$ cat src/rtl/imem_fetch_ctrl.sv
// Fetch sequencer: owns the PC, drives imem readAddr, buffers words in a
// 2-deep queue for decode (valid/ready), handles redirects and halt words.
// Ports: clk, reset (sync, active-high); readAddr/instr to the imem;
//   redirect_valid/redirect_addr from branch resolution;
//   out_valid/out_ready/out_instr/out_pc to decode; halted, count status.
module imem_fetch_ctrl #(
  parameter int              n          = 32,
  parameter int              r          = 7,
  parameter logic [r-1:0]    RESET_PC   = '0,
  parameter logic [n-1:0]    HALT_INSTR = '1
) (
  input  logic         clk,
  input  logic         reset,
  output logic [r-1:0] readAddr,
  input  logic [n-1:0] instr,
  input  logic         redirect_valid,
  input  logic [r-1:0] redirect_addr,
  output logic         out_valid,
  input  logic         out_ready,
  output logic [n-1:0] out_instr,
  output logic [r-1:0] out_pc,
  output logic         halted,
  output logic [1:0]   count
);

  typedef enum logic {
    FETCH,
    HALTED
  } state_e;

  state_e       state_q, state_d;
  logic [r-1:0] fetch_pc_q, fetch_pc_d;
  logic [n-1:0] head_instr_q, head_instr_d;
  logic [r-1:0] head_pc_q, head_pc_d;
  logic [n-1:0] tail_instr_q, tail_instr_d;
  logic [r-1:0] tail_pc_q, tail_pc_d;
  logic [1:0]   count_q, count_d;

  logic deq;
  logic enq;
  logic full;

  assign full = (count_q == 2'd2);
  assign deq  = (count_q != 2'd0) & out_ready;
  // A pop frees a slot in the same cycle, so a full queue can
  // still accept a word when decode is draining it.
  assign enq  = (state_q == FETCH) & ~redirect_valid & (~full | deq);

  always_comb begin
    state_d      = state_q;
    fetch_pc_d   = fetch_pc_q;
    head_instr_d = head_instr_q;
    head_pc_d    = head_pc_q;
    tail_instr_d = tail_instr_q;
    tail_pc_d    = tail_pc_q;
    count_d      = count_q;

    if (redirect_valid) begin
      // Flush; a same-cycle pop is already taken by decode.
      state_d    = FETCH;
      fetch_pc_d = redirect_addr;
      count_d    = 2'd0;
    end else begin
      if (enq) begin
        fetch_pc_d = fetch_pc_q + {{(r-1){1'b0}}, 1'b1};
        if (instr == HALT_INSTR) begin
          state_d = HALTED;
        end
      end
      unique case ({enq, deq})
        2'b10: begin
          if (count_q == 2'd0) begin
            head_instr_d = instr;
            head_pc_d    = fetch_pc_q;
          end else begin
            tail_instr_d = instr;
            tail_pc_d    = fetch_pc_q;
          end
          count_d = count_q + 2'd1;
        end
        2'b01: begin
          if (full) begin
            head_instr_d = tail_instr_q;
            head_pc_d    = tail_pc_q;
          end
          count_d = count_q - 2'd1;
        end
        2'b11: begin
          if (full) begin
            head_instr_d = tail_instr_q;
            head_pc_d    = tail_pc_q;
            tail_instr_d = instr;
            tail_pc_d    = fetch_pc_q;
          end else begin
            head_instr_d = instr;
            head_pc_d    = fetch_pc_q;
          end
        end
        default: ;
      endcase
    end
  end

  always_ff @(posedge clk) begin
    if (reset) begin
      state_q      <= FETCH;
      fetch_pc_q   <= RESET_PC;
      head_instr_q <= '0;
      head_pc_q    <= '0;
      tail_instr_q <= '0;
      tail_pc_q    <= '0;
      count_q      <= 2'd0;
    end else begin
      state_q      <= state_d;
      fetch_pc_q   <= fetch_pc_d;
      head_instr_q <= head_instr_d;
      head_pc_q    <= head_pc_d;
      tail_instr_q <= tail_instr_d;
      tail_pc_q    <= tail_pc_d;
      count_q      <= count_d;
    end
  end

  assign readAddr  = fetch_pc_q;
  assign out_valid = (count_q != 2'd0);
  assign out_instr = head_instr_q;
  assign out_pc    = head_pc_q;
  assign halted    = (state_q == HALTED);
  assign count     = count_q;

endmodule

$ cat config.mk
export PLATFORM = sky130hd
export DESIGN_NAME = imem_fetch_ctrl
export DESIGN_NICKNAME = d
export VERILOG_FILES = /design/src/rtl/imem_fetch_ctrl.sv
export SDC_FILE = /design/constraint.sdc
export NUM_CORES = 1
export LEC_CHECK = 0
export CAP_MARGIN = 40
export CORE_MARGIN = 3
export CORE_UTILIZATION = 49
export DETAILED_ROUTE_END_ITERATION = 7
export GPL_TIMING_DRIVEN = 1
export PLACE_DENSITY = 0.8
export SETUP_SLACK_MARGIN = 0.02
export SLEW_MARGIN = 10
export SYNTH_ARGS = -nofsm -noshare
export SYNTH_HDL_FRONTEND = slang
export SYNTH_SLANG_ARGS = --single-unit
$ cat constraint.sdc
create_clock -name clk -period 1.89 [get_ports clk]
set_input_delay 0.567 -clock clk [delete_from_list [all_inputs] [get_ports clk]]
set_output_delay 0.567 -clock clk [all_outputs]
set_load 0.005 [all_outputs]
==> impl_metrics.yaml <==
power:
  pwr-share-clk_pct: 32.0
  p_switching_w: 0.00105
  power.share.switching_pct: 25.5
  p_comb_share_pct: 18.6
  power.internal_w: 0.00307
  power_density_nw_per_um2: 769
  worst_ir_drop_vdd_mv: 0.505
  leakagePower_nw: 2.04
  power_frac_seq_pct: 49.3
layout:
  fillers: 533
  drive_above_1_share_pct: 14.9
  layout.nets: 630
  area_growth_pct: 43.8
  diodes: 0
sta:
  clock_skew_ns: 0.0118
  fmax_ghz: 0.547
  fin_crit_sh_pct: 96.7
  timing_hold_violations_final: 0
  maxSlewViolCount: 0
  period_minus_slack_ns: 1.83
  slew_headroom_pct: 53.6
  setup_viol: 0
  rsz0062_at_grt: "false"
  final.setup.tns_ns: 0
  max_slew.worst_pin.slew_ns: 0.696
  whs_ns: 0.461
synth:
  yosysSeqAreaShare_pct: 47.2
  syn-cell-area_um2: 3730
  synthArstFlopShare_pct: 0
  yosys-top-cells-count: "162 x nand2_1, 88 x dfxtp_1, 46 x nor2_1"
  synth_area_leaders: "dfxtp_1 47%, nand2_1 16%, a311oi_1 9.4%, a21oi_1 5.5%, nor2_1 4.6%"
  syn-instance-count: 470
  ys_warn_count: 0
  syn_nets: 514
  avgSynthCellArea_um2: 7.94
  synth_seq_cells: 88
  ys.flop_type: "dfxtp_1"
  yosys.area.top_type: "dfxtp_1"
  synth_edf_count: 0
  synth_top_area_share_pct: 47.2
  ys_types: 37
  yosysMostFrequentCell: "nand2_1"
placed_design:
  dp_hpwl_um: 6900
  port_buffers: 92
  place_congestion: 0.848
clocking:
  cts_made_buffers: 9
  ctsRootBufferMaster: "clkbuf_8"
  htreeDepth: 3
  hold_buffers: 0
  clk_latency_ns: 0.35
  clk_pin_slew_ns: 0.09
  cts_buffer_depth: 2
  cts_tree: "built"
  cts.sinks: 88
global_routing:
  grt_max_degree: 40
  overflow: 0
  grt_pass1_wl_um: 16800
  antenna_found_initial: 0
  first_global_vias: 3517
  grt_use_total_pct: 24.0
setup_path:
  r2r_start: "count[0]"
  crit_type: "reg2out"
  worstPathMaxFanout: 7
  path_delay_family: "buffers and inverters"
  worst_r2r_endpoint: "tail_instr_q[24]"
  cp_data_arrival_time_ns: 1.26
  cp-end-kind: "output port"
  reg2reg_depth: 6
  r2r_setup_slack_ns: 0.19
  cp.required_ns: 1.32
  crit_slowest_cell: "clkdlybuf4s50_1"
  path_cells: "clkdlybuf4s50_1"
  critical-path-max-stage-delay_ns: 0.52
  critPathLaunchType: "flip-flop"
  critPathBufInv: 1
hold_path:
  hold_path_end: "tail_instr_q[17]"
  worstHoldStart: "tail_instr_q[17]"
  hp-class: "reg2reg"
  hold_path_depth: 2
floorplanning:
  core_area_um2: 7330
  io_pins: 93
  die_w_um: 93.2
  start_util_pct: 50.9
  die_height_um: 93.2
  rows: 31
  die-area_um2: 8690
detailed_routing:
  drc: 0
  viasPerCell: 5.56
  dr.pass1.iters: 7
  wire_per_inst_um: 15.8
  first_iter_violations: 248
  wl_um: 10900
  antenna_left: 0
  vias: 3836
outcome:
  status: "completed"
run:
  drv_cap: 0
[layout by cell type, fill, tap and decap left out, types with 7 or more instances in the layout]
cell type and instances:
buf_4 39, a311oi_1 38, clkdlybuf4s50_1 85, nor2_1 45, clkbuf_8 11, a21oi_1 40, nand2_1 162, dfxtp_2 7
dfxtp_1 80, nand4_1 12, buf_12 7
[power by group through the flow]
stage / Sequential [W] / Clock, W / Combinational [W]
CTS: 0.00203 / 0.00133 / 0.000709
floorplan: 0.00207 / 0 / 0.000297
global placement: 0.00207 / 0 / 0.000686
finish: 0.00204 / 0.00132 / 0.000768
global route: 0.00205 / 0.00142 / 0.000834
detailed placement: 0.00208 / 0 / 0.000705
[sequential cells by signal (all words and copies together) (netlist names)]
name          flops
out_instr        32
readAddr          7
halted            1
count             2
tail_pc_q         7
tail_instr_q     32
out_pc            7
[metal layers]
layer / global-route usage (%) / wire length [um] / part of all wire [%]
met4: 8.06 / 119 / 1.1
met3: 5.15 / 727 / 6.7
met2: 38.9 / 5510 / 51
met5: 0 / 0 / 0
met1: 31.8 / 4510 / 42
[kinds of logic (layout without fill, tap and decap cells)]
kind of cell | after synthesis | after routing | synth area share [%]
AOI/OAI and AO/OA | 96 | 96 | 18.2
xor gates and xnor gates | 5 | 5 | 1.17
adders and majority gates | 1 | 1 | 0.335
buffers and inverters | 43 | 163 | 6.74
DFF | 88 | 88 | 47.2
and+or+nand+nor | 237 | 238 | 26.3
[per-stage QoR]
step / cell area [um^2] / utilization (%) / std cells / total power [W] / setup WS (ns)
floorplan: 3730 / - / 470 / 0.00237 / 0.144
global placement: 4970 / 67.9 / 667 / 0.00276 / -0.331
detailed placement: 4970 / 67.9 / 667 / 0.00278 / -0.379
CTS: 5200 / 70.9 / 683 / 0.00408 / 0.0196
global route: 5370 / 73.2 / 690 / 0.00430 / 0.0181
finish: 5370 / 73.2 / 690 / 0.00412 / 0.0616
[what timing repair did]
| item | in CTS | in global routing |
|---|---|---|
| setup endpoints to repair | 18 | 84 |
| pin swaps | 1 | 5 |
| gates resized for setup | 15 | 13 |
| cloned | 0 | 5 |
| buffers inserted | 0 | 2 |
[area by class of cell]
class	instances	area (um^2)	share of cell area, %
Inverter	3	11.3	0.210
Timing Repair Buffer	144	1460	27.2
Multi-Input combinational cell	340	1790	33.4
Tap cell	99	124	2.31
Clock buffer	14	163	3.03
Clock inverter	2	37.5	0.700
Sequential cell	88	1770	33.1
[worst max-delay path by stage]
stage                        start               end  slack (ns)  depth (start not counted)
finish                 readAddr[3]       readAddr[3]        0.06                          1
global route             instr[15]            halted        0.02                          6
CTS                      out_ready  tail_instr_q[24]        0.02                          5
detailed placement       out_ready     out_instr[20]       -0.38                          6
global placement         instr[21]            halted       -0.33                          6
floorplan           redirect_valid     out_instr[19]        0.14                          8
(Power assumes the default switching activity.)
